--- src/rtl/uart_frame_tx.sv ---
// Buffered UART frame sender: queues bytes in a FIFO and feeds them to uart_transmit
// through its send/ready handshake, optionally wrapped as header/length/payload/checksum.
module uart_frame_tx #(
    parameter int                DATA_W = 8,
    parameter int                ADDR_W = 4,
    parameter logic [DATA_W-1:0] HEADER = 8'hA5
) (
    input  logic              clk,
    input  logic              rst,
    input  logic              wr_en,
    input  logic [DATA_W-1:0] wr_data,
    input  logic              start,
    input  logic              framed,
    input  logic              tx_ready,
    output logic              tx_send,
    output logic [DATA_W-1:0] tx_data,
    output logic              full,
    output logic [ADDR_W:0]   count,
    output logic              busy,
    output logic              done,
    output logic              overflow
);

    localparam int DEPTH = 1 << ADDR_W;
    localparam logic [ADDR_W:0] CNT_ONE = {{ADDR_W{1'b0}}, 1'b1};

    typedef enum logic [2:0] {
        S_IDLE, S_LOAD, S_PULSE, S_WAIT_LO, S_WAIT_HI, S_DONE
    } state_t;

    typedef enum logic [1:0] {
        B_HDR, B_LEN, B_PAY, B_CSUM
    } seq_t;

    logic [DATA_W-1:0] mem [DEPTH];
    logic [ADDR_W-1:0] wr_ptr;
    logic [ADDR_W-1:0] rd_ptr;
    state_t            state;
    seq_t              seq;
    logic              framed_q;
    logic              last_q;
    logic [ADDR_W:0]   frame_len;
    logic [ADDR_W:0]   rem;
    logic [DATA_W-1:0] csum;
    logic              push;
    logic              pop;

    // full derives from the count register, so it is still a registered output
    assign full = count[ADDR_W];
    assign push = wr_en && !full;
    assign pop  = (state == S_LOAD) && (seq == B_PAY);

    always_ff @(posedge clk) begin
        if (push) begin
            mem[wr_ptr] <= wr_data;
        end
    end

    always_ff @(posedge clk) begin
        if (rst) begin
            wr_ptr    <= '0;
            rd_ptr    <= '0;
            count     <= '0;
            overflow  <= 1'b0;
            state     <= S_IDLE;
            seq       <= B_HDR;
            framed_q  <= 1'b0;
            last_q    <= 1'b0;
            frame_len <= '0;
            rem       <= '0;
            tx_send   <= 1'b0;
            tx_data   <= '0;
            busy      <= 1'b0;
            done      <= 1'b0;
        end else begin
            if (push) begin
                wr_ptr <= wr_ptr + 1'b1;
            end
            if (wr_en && full) begin
                overflow <= 1'b1;
            end
            if (pop) begin
                rd_ptr <= rd_ptr + 1'b1;
            end
            case ({push, pop})
                2'b10:   count <= count + 1'b1;
                2'b01:   count <= count - 1'b1;
                default: count <= count;
            endcase

            tx_send <= 1'b0;
            done    <= 1'b0;

            case (state)
                S_IDLE: begin
                    // Raw with nothing queued has nothing to send; framed still sends an empty frame
                    if (start && (framed || count != '0)) begin
                        framed_q  <= framed;
                        frame_len <= count;
                        rem       <= count;
                        seq       <= framed ? B_HDR : B_PAY;
                        busy      <= 1'b1;
                        state     <= S_LOAD;
                    end
                end
                S_LOAD: begin
                    state <= S_PULSE;
                    case (seq)
                        B_HDR: begin
                            tx_data <= HEADER;
                            seq     <= B_LEN;
                            last_q  <= 1'b0;
                        end
                        B_LEN: begin
                            tx_data <= DATA_W'(frame_len);
                            csum    <= DATA_W'(frame_len);
                            seq     <= (rem == '0) ? B_CSUM : B_PAY;
                            last_q  <= 1'b0;
                        end
                        B_PAY: begin
                            tx_data <= mem[rd_ptr];
                            csum    <= csum ^ mem[rd_ptr];
                            rem     <= rem - 1'b1;
                            if (rem == CNT_ONE && framed_q) begin
                                seq    <= B_CSUM;
                                last_q <= 1'b0;
                            end else begin
                                last_q <= (rem == CNT_ONE);
                            end
                        end
                        default: begin
                            tx_data <= csum;
                            last_q  <= 1'b1;
                        end
                    endcase
                end
                S_PULSE: begin
                    tx_send <= 1'b1;
                    state   <= S_WAIT_LO;
                end
                S_WAIT_LO: begin
                    if (!tx_ready) begin
                        state <= S_WAIT_HI;
                    end
                end
                S_WAIT_HI: begin
                    if (tx_ready) begin
                        if (last_q) begin
                            done  <= 1'b1;
                            busy  <= 1'b0;
                            state <= S_DONE;
                        end else begin
                            state <= S_LOAD;
                        end
                    end
                end
                S_DONE: begin
                    state <= S_IDLE;
                end
                default: begin
                    state <= S_IDLE;
                end
            endcase
        end
    end

endmodule

--- config.mk ---
export PLATFORM = sky130hd
export DESIGN_NAME = uart_frame_tx
export DESIGN_NICKNAME = d
export VERILOG_FILES = /design/src/rtl/uart_frame_tx.sv
export SDC_FILE = /design/constraint.sdc
export NUM_CORES = 1
export LEC_CHECK = 0
export ABC_AREA = 1
export BUFFER_PORTS_ARGS = -buffer_cell sky130_fd_sc_hd__buf_2
export CORE_AREA = 8 8 144 146
export DETAILED_ROUTE_END_ITERATION = 8
export DIE_AREA = 0 0 152 154
export PLACE_DENSITY = 0.58
export SYNTH_ARGS = -nofsm -noshare
export SYNTH_HDL_FRONTEND = slang
export SYNTH_SLANG_ARGS = --single-unit
--- constraint.sdc ---
create_clock -name clk -period 5.75 [get_ports clk]
set_input_delay 0.8625 -clock clk [delete_from_list [all_inputs] [get_ports clk]]
set_output_delay 0.8625 -clock clk [all_outputs]
set_load 0.02 [all_outputs]
==> results of run 1 <==
## area by class of cell
| type | count | area (sq um) |
|---|---|---|
| tap | 234 | 293 |
| sequential | 182 | 5010 |
| fill | 1676 | 9460 |
| inverter | 118 | 448 |
| clock inverter | 13 | 168 |
| multi-input combinational | 513 | 2480 |
| timing repair buffer | 33 | 170 |
| clock buffer | 19 | 433 |
## power by group
part | internal [uW] | total [uW] | switching (uW)
combinational | 187 | 592 | 406
clock | 655 | 1190 | 533
sequential | 1490 | 1550 | 61.6
## placed cells by master (no fill, tap or decap), types with 2 or more instances in the layout
cell        synthesis  layout
o21ai_0            53      53
nor3_1              4       4
clkbuf_16           0      17
nand2_2             2       2
xor2_1              4       4
o211ai_1           15      15
inv_6               0       5
buf_2              20      31
clkbuf_1           11       2
nor2_1             83      83
inv_1             112     112
inv_4               2       2
nand2_1           177     177
o21ai_1            10      10
a21oi_1            48      48
clkinv_8            0       2
inv_2               4       4
edfxtp_1          136     136
nand3_1            78      78
a21boi_0            3       3
dfxtp_1            46      45
ha_1               14      14
bufinv_16           0       2
o22ai_1             3       3
a211oi_1            3       3
clkinvlp_4          0       3
buf_4               4       2
nand4_1             8       8
nand3_2             2       2
## flip-flops by register name, summed over array words and instances (netlist names), 3 cells and up, named ones only
signal and flops:
csum 8, mem 128, wr_ptr 4, state 3, rem 5, frame_len 5, count 5, rd_ptr 4
tx_data 8
## cells by family (layout without fill, tap and decap cells)
family | count (synthesis) | in the layout | synth area share (%)
xor+xnor | 5 | 5 | 0.538
simple gates | 358 | 358 | 18.6
flops | 182 | 182 | 61.5
fa+ha+maj | 14 | 14 | 2.15
buf+inv | 156 | 183 | 8.07
compound gates | 136 | 136 | 9.15
## metal layers
metal | GRT usage (%) | vias up
li1 | - | 2862
met2 | 25.2 | 123
met5 | 0 | -
met4 | 5.38 | 0
met3 | 3.17 | 20
met1 | 21.8 | 2661
## final timing paths
kind	start	endpoint
setup / recovery	seq[0]	count[4]
hold / removal	tx_data[3]	tx_data[3]
setup reg to reg	seq[0]	count[4]
hold reg to reg	tx_data[3]	tx_data[3]
## worst register-to-register path, stage by stage (launching register included)
cell and delay [ns]:
dfxtp_1 0.34, inv_1 0.09, ha_1 0.52, inv_1 0.24
nor2_4 0.24, ha_1 0.30, xor2_1 0.31, inv_1 0.08
nor2_1 0.12, o211ai_1 0.10, nand2_1 0.07, inv_1 0.05
a21oi_1 0.11, nor2_1 0.05
## metrics by stage
stage / std cells / total power, uW / util [%] / hold WS, ns / cell area (sq um)
final: 1112 / 3330 / 48.7 / 0.464 / 8990
after floorplan: 851 / 2020 / - / 0.439 / 8140
after CTS: 1112 / 3350 / 48.7 / 0.466 / 8990
after global routing: 1112 / 3510 / 48.7 / 0.488 / 8990
after detailed placement: 1080 / 2180 / 45.5 / 0.455 / 8390
after global placement: 1080 / 2170 / 45.5 / 0.445 / 8390
==> results.txt, run 1 <==
synth cell count leaders -> nand2_1 (177), edfxtp_1 (136), inv_1 (112), nor2_1 (83), nand3_1 (78)
Pwr per Cell Area -> 371 nW/um^2
Rows -> 50
Worst Hold Depth -> 2
Setup WS pre-CTS -> 3.04 ns
dpl hpwl -> 11.7 mm
CP max FO -> 19
crit-path most repeated cell -> inv_1
vias in the first global route -> 5397
Reg2Reg Setup Slack -> 3.01 ns
die footprint -> 23400 sq um
Die Y -> 154 um
Root Driver -> clkbuf_16
Initial Utilization -> 44.1%
Longest Clk Path Bufs -> 2
Hold WC Path Type -> flop to flop
worst stage delay on the critical path -> 0.52 ns
wire per inst -> 16.4 um
Finish-stage setup viols -> 0
# clock sinks -> 182
Clk Latency, worst-skew pair -> 0.44 ns
ys async rst share -> 0%
final worst path period need -> 2.74 ns
Core Area -> 18500 sq um
RSZ-0062 raised after global routing -> no
met3 wire len -> 811 um
EDFF count, synth -> 136
post-synth cell types -> 32
R2R depth -> 13
post_cts resized -> 0
CTS tree -> yes
Lkg Pwr -> 0.00360 uW
Most used DFF post-synth -> edfxtp_1
Slew headroom -> 37.6%
Post-Syn Area per Cell -> 9.56 sq um
die width -> 152 um
synthesis warning total -> 0
Slew Limit Fails -> 0
antenna viol nets, final -> 0
WP buf/inv -> 4
Setup TNS Final -> 0 ns
Final Wtd Congestion -> 0.810
Layout Nets -> 893
worst slew pin tran -> 0.932 ns
initial antenna violation count -> 0
Max Clock Freq -> 0.365 GHz
Peak supply drop -> 181 uV
Hold Buf Count CTS -> 0
Max-Cap Viols -> 0
Ports -> 32
DRT met1 WL -> 8.64 mm
via count -> 5666
diode count -> 0
WL final -> 18.2 mm
startpoint types -> flop
sequential fraction of the synthesis area -> 61.5%
ratio of cells with drive above 1 in the final layout -> 8.77%
Layout area overhead -> 10.5%
DR WL met2 -> 8.51 mm
Final Worst Setup Slack -> 3.01 ns
largest net degree at the start of global routing -> 59
I/O Buffers -> 31
Setup CP Type -> flop to flop
Post-Syn Area -> 8140 sq um
top post-synthesis cells by area -> edfxtp_1 (50%), dfxtp_1 (11%), nand2_1 (8.2%)
Synth top area share -> 50.2%
Worst EP required -> 6.08 ns
Critical Path Stages -> 13
Yosys reg bits -> 182
most frequent cell after synthesis -> nand2_1
first-pass GRT wire length -> 29.5 mm
DR iter-0 viols -> 397
via/cell ratio -> 5.10
Critical Path AT -> 3.07 ns
dominant cell type by area after synthesis -> edfxtp_1
GRT Overall Usage -> 16.0%
number of cells produced by synthesis -> 851
count of final hold-check violations -> 0
DR top layer -> met4
global route overflow -> 0
drt drc -> 0
H-tree depth -> 4
Worst-path clk slew -> 0.07 ns
post-CTS setup buffers -> 0
Clock Skews -> 0.0161 ns
Pre-antenna DRT Iters -> 5
CP max stage cell -> ha_1
syn_nets -> 879
critical-path cell list -> inv_1, ha_1, inv_1, nor2_4, ha_1, xor2_1, inv_1, nor2_1, o211ai_1, nand2_1, inv_1, a21oi_1, nor2_1
final cycle utilization of the critical path -> 47.6%
status -> finished clean
Num CTS Buffers -> 17
crit end category -> flop
CP top delay family -> adder cells
Note: power is estimated with default switching activity, not from simulation.
==> inputs of run 2 (changes only) <==
- clock period: 5.75 -> 2.65 ns (I/O delays scaled with it)
==> results.txt, run 2 (synthesis results as in run 1) <==
CP max FO -> 5 (-14)
final worst path period need -> 2.19 ns (-0.554 ns)
Finish-stage setup viols -> 0 (unchanged)
most frequent cells in the layout -> nand2_1 (177), edfxtp_1 (136), inv_1 (112), nor2_1 (83), nand3_1 (78)
Root Driver -> clkbuf_16
# clock sinks -> 182 (unchanged)
Peak supply drop -> 484 uV (+170%)
Setup TNS Final -> 0 ns (unchanged)
DP Cell Count -> 1094 (+1.3%)
die footprint -> 23400 sq um (unchanged)
Clk Latency, worst-skew pair -> 0.43 ns (about the same)
Pwr per Cell Area -> 796 nW/um^2 (+110%)
Initial Utilization -> 44.1% (unchanged)
max reg flops -> 128 (unchanged)
status -> finished clean
Hold Buf Count CTS -> 0 (unchanged)
worst stage delay on the critical path -> 0.34 ns (-0.18 ns)
wire per inst -> 16.8 um (+2.4%)
GR Util met3 -> 3.11% (-0.056 points)
commonest non-fill, non-tap cell in the layout -> nand2_1
Num CTS Buffers -> 17 (unchanged)
Layout area overhead -> 11.7%
crit-path most repeated cell -> inv_1
Pre-antenna DRT Iters -> 5 (unchanged)
Setup CP Type -> flop to flop
GRT Overall Usage -> 16.5% (+0.45 points)
worst slew pin tran -> 0.790 ns (-0.142 ns)
ratio of cells with drive above 1 in the final layout -> 10.1% (+1.3 points)
first-pass GRT wire length -> 30.4 mm (+3.1%)
Longest Clk Path Bufs -> 2 (unchanged)
largest registers -> mem (128), csum (8), tx_data (8)
Critical Path AT -> 2.51 ns (-0.56 ns)
final cycle utilization of the critical path -> 82.5% (+35 points)
met1 Resource Use GR -> 22.3% (+0.59 points)
Hold WC Path Type -> primary input to flop
CTS tree -> yes
Max-Cap Viols -> 0 (unchanged)
met2 usage -> 25.8% (+0.66 points)
diode count -> 0 (unchanged)
drt drc -> 0 (unchanged)
largest net degree at the start of global routing -> 71 (+20%)
startpoint types -> flop
global route overflow -> 0 (unchanged)
Clock Skews -> 0.0120 ns (-0.00412 ns)
count of final hold-check violations -> 0 (unchanged)
Lkg Pwr -> 0.00368 uW (+2.0%)
Max Clock Freq -> 0.458 GHz (+25%)
Layout Nets -> 907 (+1.6%)
WL final -> 18.9 mm (+3.7%)
RSZ-0062 raised after global routing -> no
initial antenna violation count -> 0 (unchanged)
WP buf/inv -> 4 (unchanged)
most crowded layer after global routing -> met2
DR iter-0 viols -> 465 (+17%)
vias in the first global route -> 5544 (+2.7%)
Slew Limit Fails -> 0 (unchanged)
Worst-path clk slew -> 0.07 ns (about the same)
dpl hpwl -> 12.2 mm (+4.2%)
Ports -> 32 (unchanged)
Die Y -> 154 um (unchanged)
Core Util, Final -> 49.3% (+0.52 points)
Layout Cells excl Fill -> 1126 (+1.3%)
Core Area -> 18500 sq um (unchanged)
die width -> 152 um (unchanged)
antenna viol nets, final -> 0 (unchanged)
post-CTS setup buffers -> 0 (unchanged)
crit end category -> flop
Rows -> 50 (unchanged)
Final Wtd Congestion -> 0.832 (+2.8%)
CP top delay family -> simple AND/OR/NAND/NOR gates
post_cts resized -> 0 (unchanged)
via/cell ratio -> 5.09 (about the same)
Largest Register -> mem
Slew headroom -> 47.2% (+9.5 points)
CP max stage cell -> dfxtp_1
critical-path cell list -> inv_1, ha_1, inv_1, nor2_4, ha_1, xor2_1, inv_1, nor2_1, o211ai_1, nand2_1, inv_1, a21oi_1, nor2_1
I/O Buffers -> 31 (unchanged)
Worst EP required -> 2.97 ns (-3.11 ns)
H-tree depth -> 4 (unchanged)
via count -> 5736 (+1.2%)
[run 2: cell count changes in the layout (fill, tap and decap cells not counted), sizes merged]
cell,change
clkbuf,-2
buf,+14
clkinv,+5
clkinvlp,-1
inv,-2
[run 2: layout make-up]
type / count / area [sq um]
sequential: 182 / 5010
multi-input combinational: 513 / 2480
fill: 1717 / 9370
inverter: 118 / 448
tap: 234 / 293
clock inverter: 15 / 154
timing repair buffer: 47 / 288
clock buffer: 17 / 425
[run 2: where the power goes]
part / switching (uW) / leakage, uW / internal [uW]
sequential: 103 / 0.00161 / 3240
clock: 1120 / 0.000280 / 1400
combinational: 944 / 0.00179 / 433
total: 2170 / 0.00368 / 5060
[run 2: tightest hold or removal path, delay by kind of cell]
kind                   cells  cell delay (ns)
AND/OR/NAND/NOR            1             0.09
AO/OA/AOI/OAI              1             0.06
buffers and inverters      1             0.09
[run 2: stage by stage]
step / setup WS, ns / power [uW] / instance area [sq um] / hold slack [ns]
after floorplan: 0.561 / 4390 / 8140 / 0.439
after global placement: 0.518 / 4770 / 8510 / 0.452
after detailed placement: 0.490 / 4780 / 8510 / 0.453
after CTS: 0.474 / 7270 / 9090 / 0.211
after global routing: 0.281 / 7580 / 9090 / 0.238
final: 0.465 / 7240 / 9090 / 0.239
[run 2: final timing paths]
path / startpoint / end / slack [ns] / cells after the start
setup reg to reg: seq[0] / count[4] / 0.46 / 13
hold / removal: wr_en / overflow / 0.24 / 3
hold reg to reg: tx_data[4] / tx_data[4] / 0.47 / 2
setup / recovery: seq[0] / count[4] / 0.46 / 13
[run 2: routing by layer]
metal  routed length, um  part of all wire (%)
met5                   0                     0
met4                 444                   2.4
met3                 766                   4.1
met2                8550                    45
met1                9100                    48
==> inputs of run 3 (changes only) <==
- PLACE_DENSITY: 0.58 -> 0.61
- clock period: 2.65 -> 1.94 ns (I/O delays scaled with it)
==> results.txt, run 3 (synthesis results as in run 1) <==
status -> finished clean
Setup CP Type -> flop to flop
Rows -> 50 (unchanged)
Critical Path Stages -> 13 (unchanged)
Final Wtd Congestion -> 0.848 (+1.9%)
Peak supply drop -> 625 uV (+29%)
Slew headroom -> 68.9% (+22 points)
CP top delay family -> adder cells
Reg2Reg Setup Slack -> 0.16 ns (-0.30 ns)
CP max stage cell -> dfxtp_2
Clk Latency, worst-skew pair -> 0.44 ns (about the same)
Net Switching -> 2950 uW (+36%)
Worst Hold Depth -> 3 (unchanged)
Hold WC Path Type -> primary input to flop
Lkg Pwr -> 0.00386 uW (+5.0%)
Ports -> 32 (unchanged)
Worst EP required -> 2.27 ns (-0.70 ns)
worst stage delay on the critical path -> 0.33 ns (about the same)
dpl hpwl -> 12.7 mm (+4.6%)
# clock sinks -> 182 (unchanged)
Clk pwr share -> 33.4% (-1.4 points)
wire per inst -> 15.8 um (-5.9%)
Max Clock Freq -> 0.563 GHz (+23%)
Final Worst Setup Slack -> 0.165 ns (-0.300 ns)
antenna viol nets, final -> 0 (unchanged)
Root Driver -> clkbuf_16
Longest Clk Path Bufs -> 2 (unchanged)
via count -> 5862 (+2.2%)
Critical Path AT -> 2.10 ns (-0.41 ns)
Internal Power -> 6920 uW (+37%)
Layout area overhead -> 15.9%
vias in the first global route -> 5457 (-1.6%)
Setup TNS Final -> 0 ns (unchanged)
Largest Register -> mem
RSZ-0062 raised after global routing -> no
max reg flops -> 128 (unchanged)
final worst path period need -> 1.78 ns (-0.410 ns)
first-pass GRT wire length -> 29.2 mm (-3.8%)
I/O Buffers -> 31 (unchanged)
Num CTS Buffers -> 17 (unchanged)
largest net degree at the start of global routing -> 37 (-48%)
drt drc -> 0 (unchanged)
CP max FO -> 4 (-1)
Net Sw Frac -> 29.9% (-0.078 points)
WL final -> 18.3 mm (-2.7%)
critical-path cell list -> inv_2, ha_2, inv_2, nor2_4, ha_4, xor2_2, ha_2, o211ai_1, nand2_1, inv_1, nand3_1, nand2_1, nor2_1
crit end category -> flop
worst slew pin tran -> 0.465 ns (-0.324 ns)
Max-Cap Viols -> 0 (unchanged)
Initial Utilization -> 44.1% (unchanged)
largest registers -> mem (128), csum (8), tx_data (8)
GRT Overall Usage -> 16.0% (-0.48 points)
most frequent cells in the layout -> nand2_1 (177), edfxtp_1 (136), inv_1 (110), nor2_1 (82), nand3_1 (78)
startpoint types -> flop
Die Y -> 154 um (unchanged)
Slew Limit Fails -> 0 (unchanged)
WP buf/inv -> 3 (-1)
DR iter-0 viols -> 327 (-30%)
final cycle utilization of the critical path -> 91.5% (+9.0 points)
Hold Buf Count CTS -> 0 (unchanged)
H-tree depth -> 4 (unchanged)
global route overflow -> 0 (unchanged)
logic gate share of total power -> 20.6% (+1.6 points)
ratio of cells with drive above 1 in the final layout -> 15.1% (+5.0 points)
Pwr per Cell Area -> 1050 nW/um^2 (+32%)
Worst-path clk slew -> 0.06 ns (about the same)
Reg power frac -> 46.0% (about the same)
Finish-stage setup viols -> 0 (unchanged)
diode count -> 0 (unchanged)
die width -> 152 um (unchanged)
Layout Nets -> 945 (+4.2%)
via/cell ratio -> 5.04 (-1.1%)
initial antenna violation count -> 0 (unchanged)
die footprint -> 23400 sq um (unchanged)
commonest non-fill, non-tap cell in the layout -> nand2_1
Core Area -> 18500 sq um (unchanged)
Clock Skews -> 0.0111 ns (-0.000890 ns)
R2R depth -> 13 (unchanged)
count of final hold-check violations -> 0 (unchanged)
CTS tree -> yes
Setup WS pre-CTS -> 0.131 ns (-0.359 ns)
Pre-antenna DRT Iters -> 5 (unchanged)
==> run 3: cell count changes in the layout (fill, tap and decap cells not counted), moves of 2 or more <==
cell / before / now
ha_1: 14 / 11
buf_12: 1 / 3
clkinvlp_4: 2 / 4
inv_2: 4 / 6
inv_1: 112 / 110
buf_4: 15 / 51
dfxtp_1: 45 / 42
xor2_1: 4 / 2
ha_2: 0 / 2
clkinv_1: 3 / 0
clkbuf_1: 0 / 2
dfxtp_2: 1 / 4
==> run 3: layout make-up <==
| cell class | count | area, sq um |
|---|---|---|
| multi-input combinational | 513 | 2520 |
| clock buffer | 19 | 433 |
| timing repair buffer | 85 | 598 |
| tap | 234 | 293 |
| inverter | 118 | 448 |
| sequential | 182 | 5010 |
| fill | 1694 | 9030 |
| clock inverter | 13 | 125 |
==> run 3: path summary, 6_finish.rpt <==
check | start | endpoint
worst min register to register | tx_data[0] | tx_data[0]
worst max-delay path | seq[0] | count[4]
worst min-delay path | wr_en | overflow
worst max register to register | seq[0] | count[4]
==> run 3: metal layers <==
layer	GRT usage [%]	share of wire, %
met1	21.0	47
met2	25.5	47
met4	6.00	2.0
met5	0	0
met3	3.45	3.9
==> run 3: timing repair <==
action                                  CTS  global route
setup buffers                             0             1
endpoints found under the setup margin    0             2
resized for setup                         0             9
==> run 3: worst min-delay path, cell delays in order <==
cell and delay (ns):
buf_2 0.09, a21oi_1 0.06, nor2_1 0.07
==> run 3: power by group through the flow <==
| stage | registers [uW] | logic (uW) | clock network [uW] |
|---|---|---|---|
| global placement | 4610 | 2010 | 0 |
| finish | 4540 | 2040 | 3300 |
| CTS | 4530 | 2040 | 3370 |
| detailed placement | 4620 | 2030 | 0 |
| global route | 4570 | 2310 | 3520 |
| floorplan | 4690 | 1320 | 0 |
==> run 3: metrics by stage <==
stage               power (uW)  area [sq um]  hold WS [ns]  std cells  util, %
floorplan                 6010          8160         0.364        851        -
global placement          6630          8830         0.446       1131     47.9
detailed placement        6650          8830         0.452       1131     47.9
CTS                       9940          9390         0.105       1163     50.9
global route             10400          9430         0.138       1164     51.1
finish                    9870          9430         0.122       1164     51.1
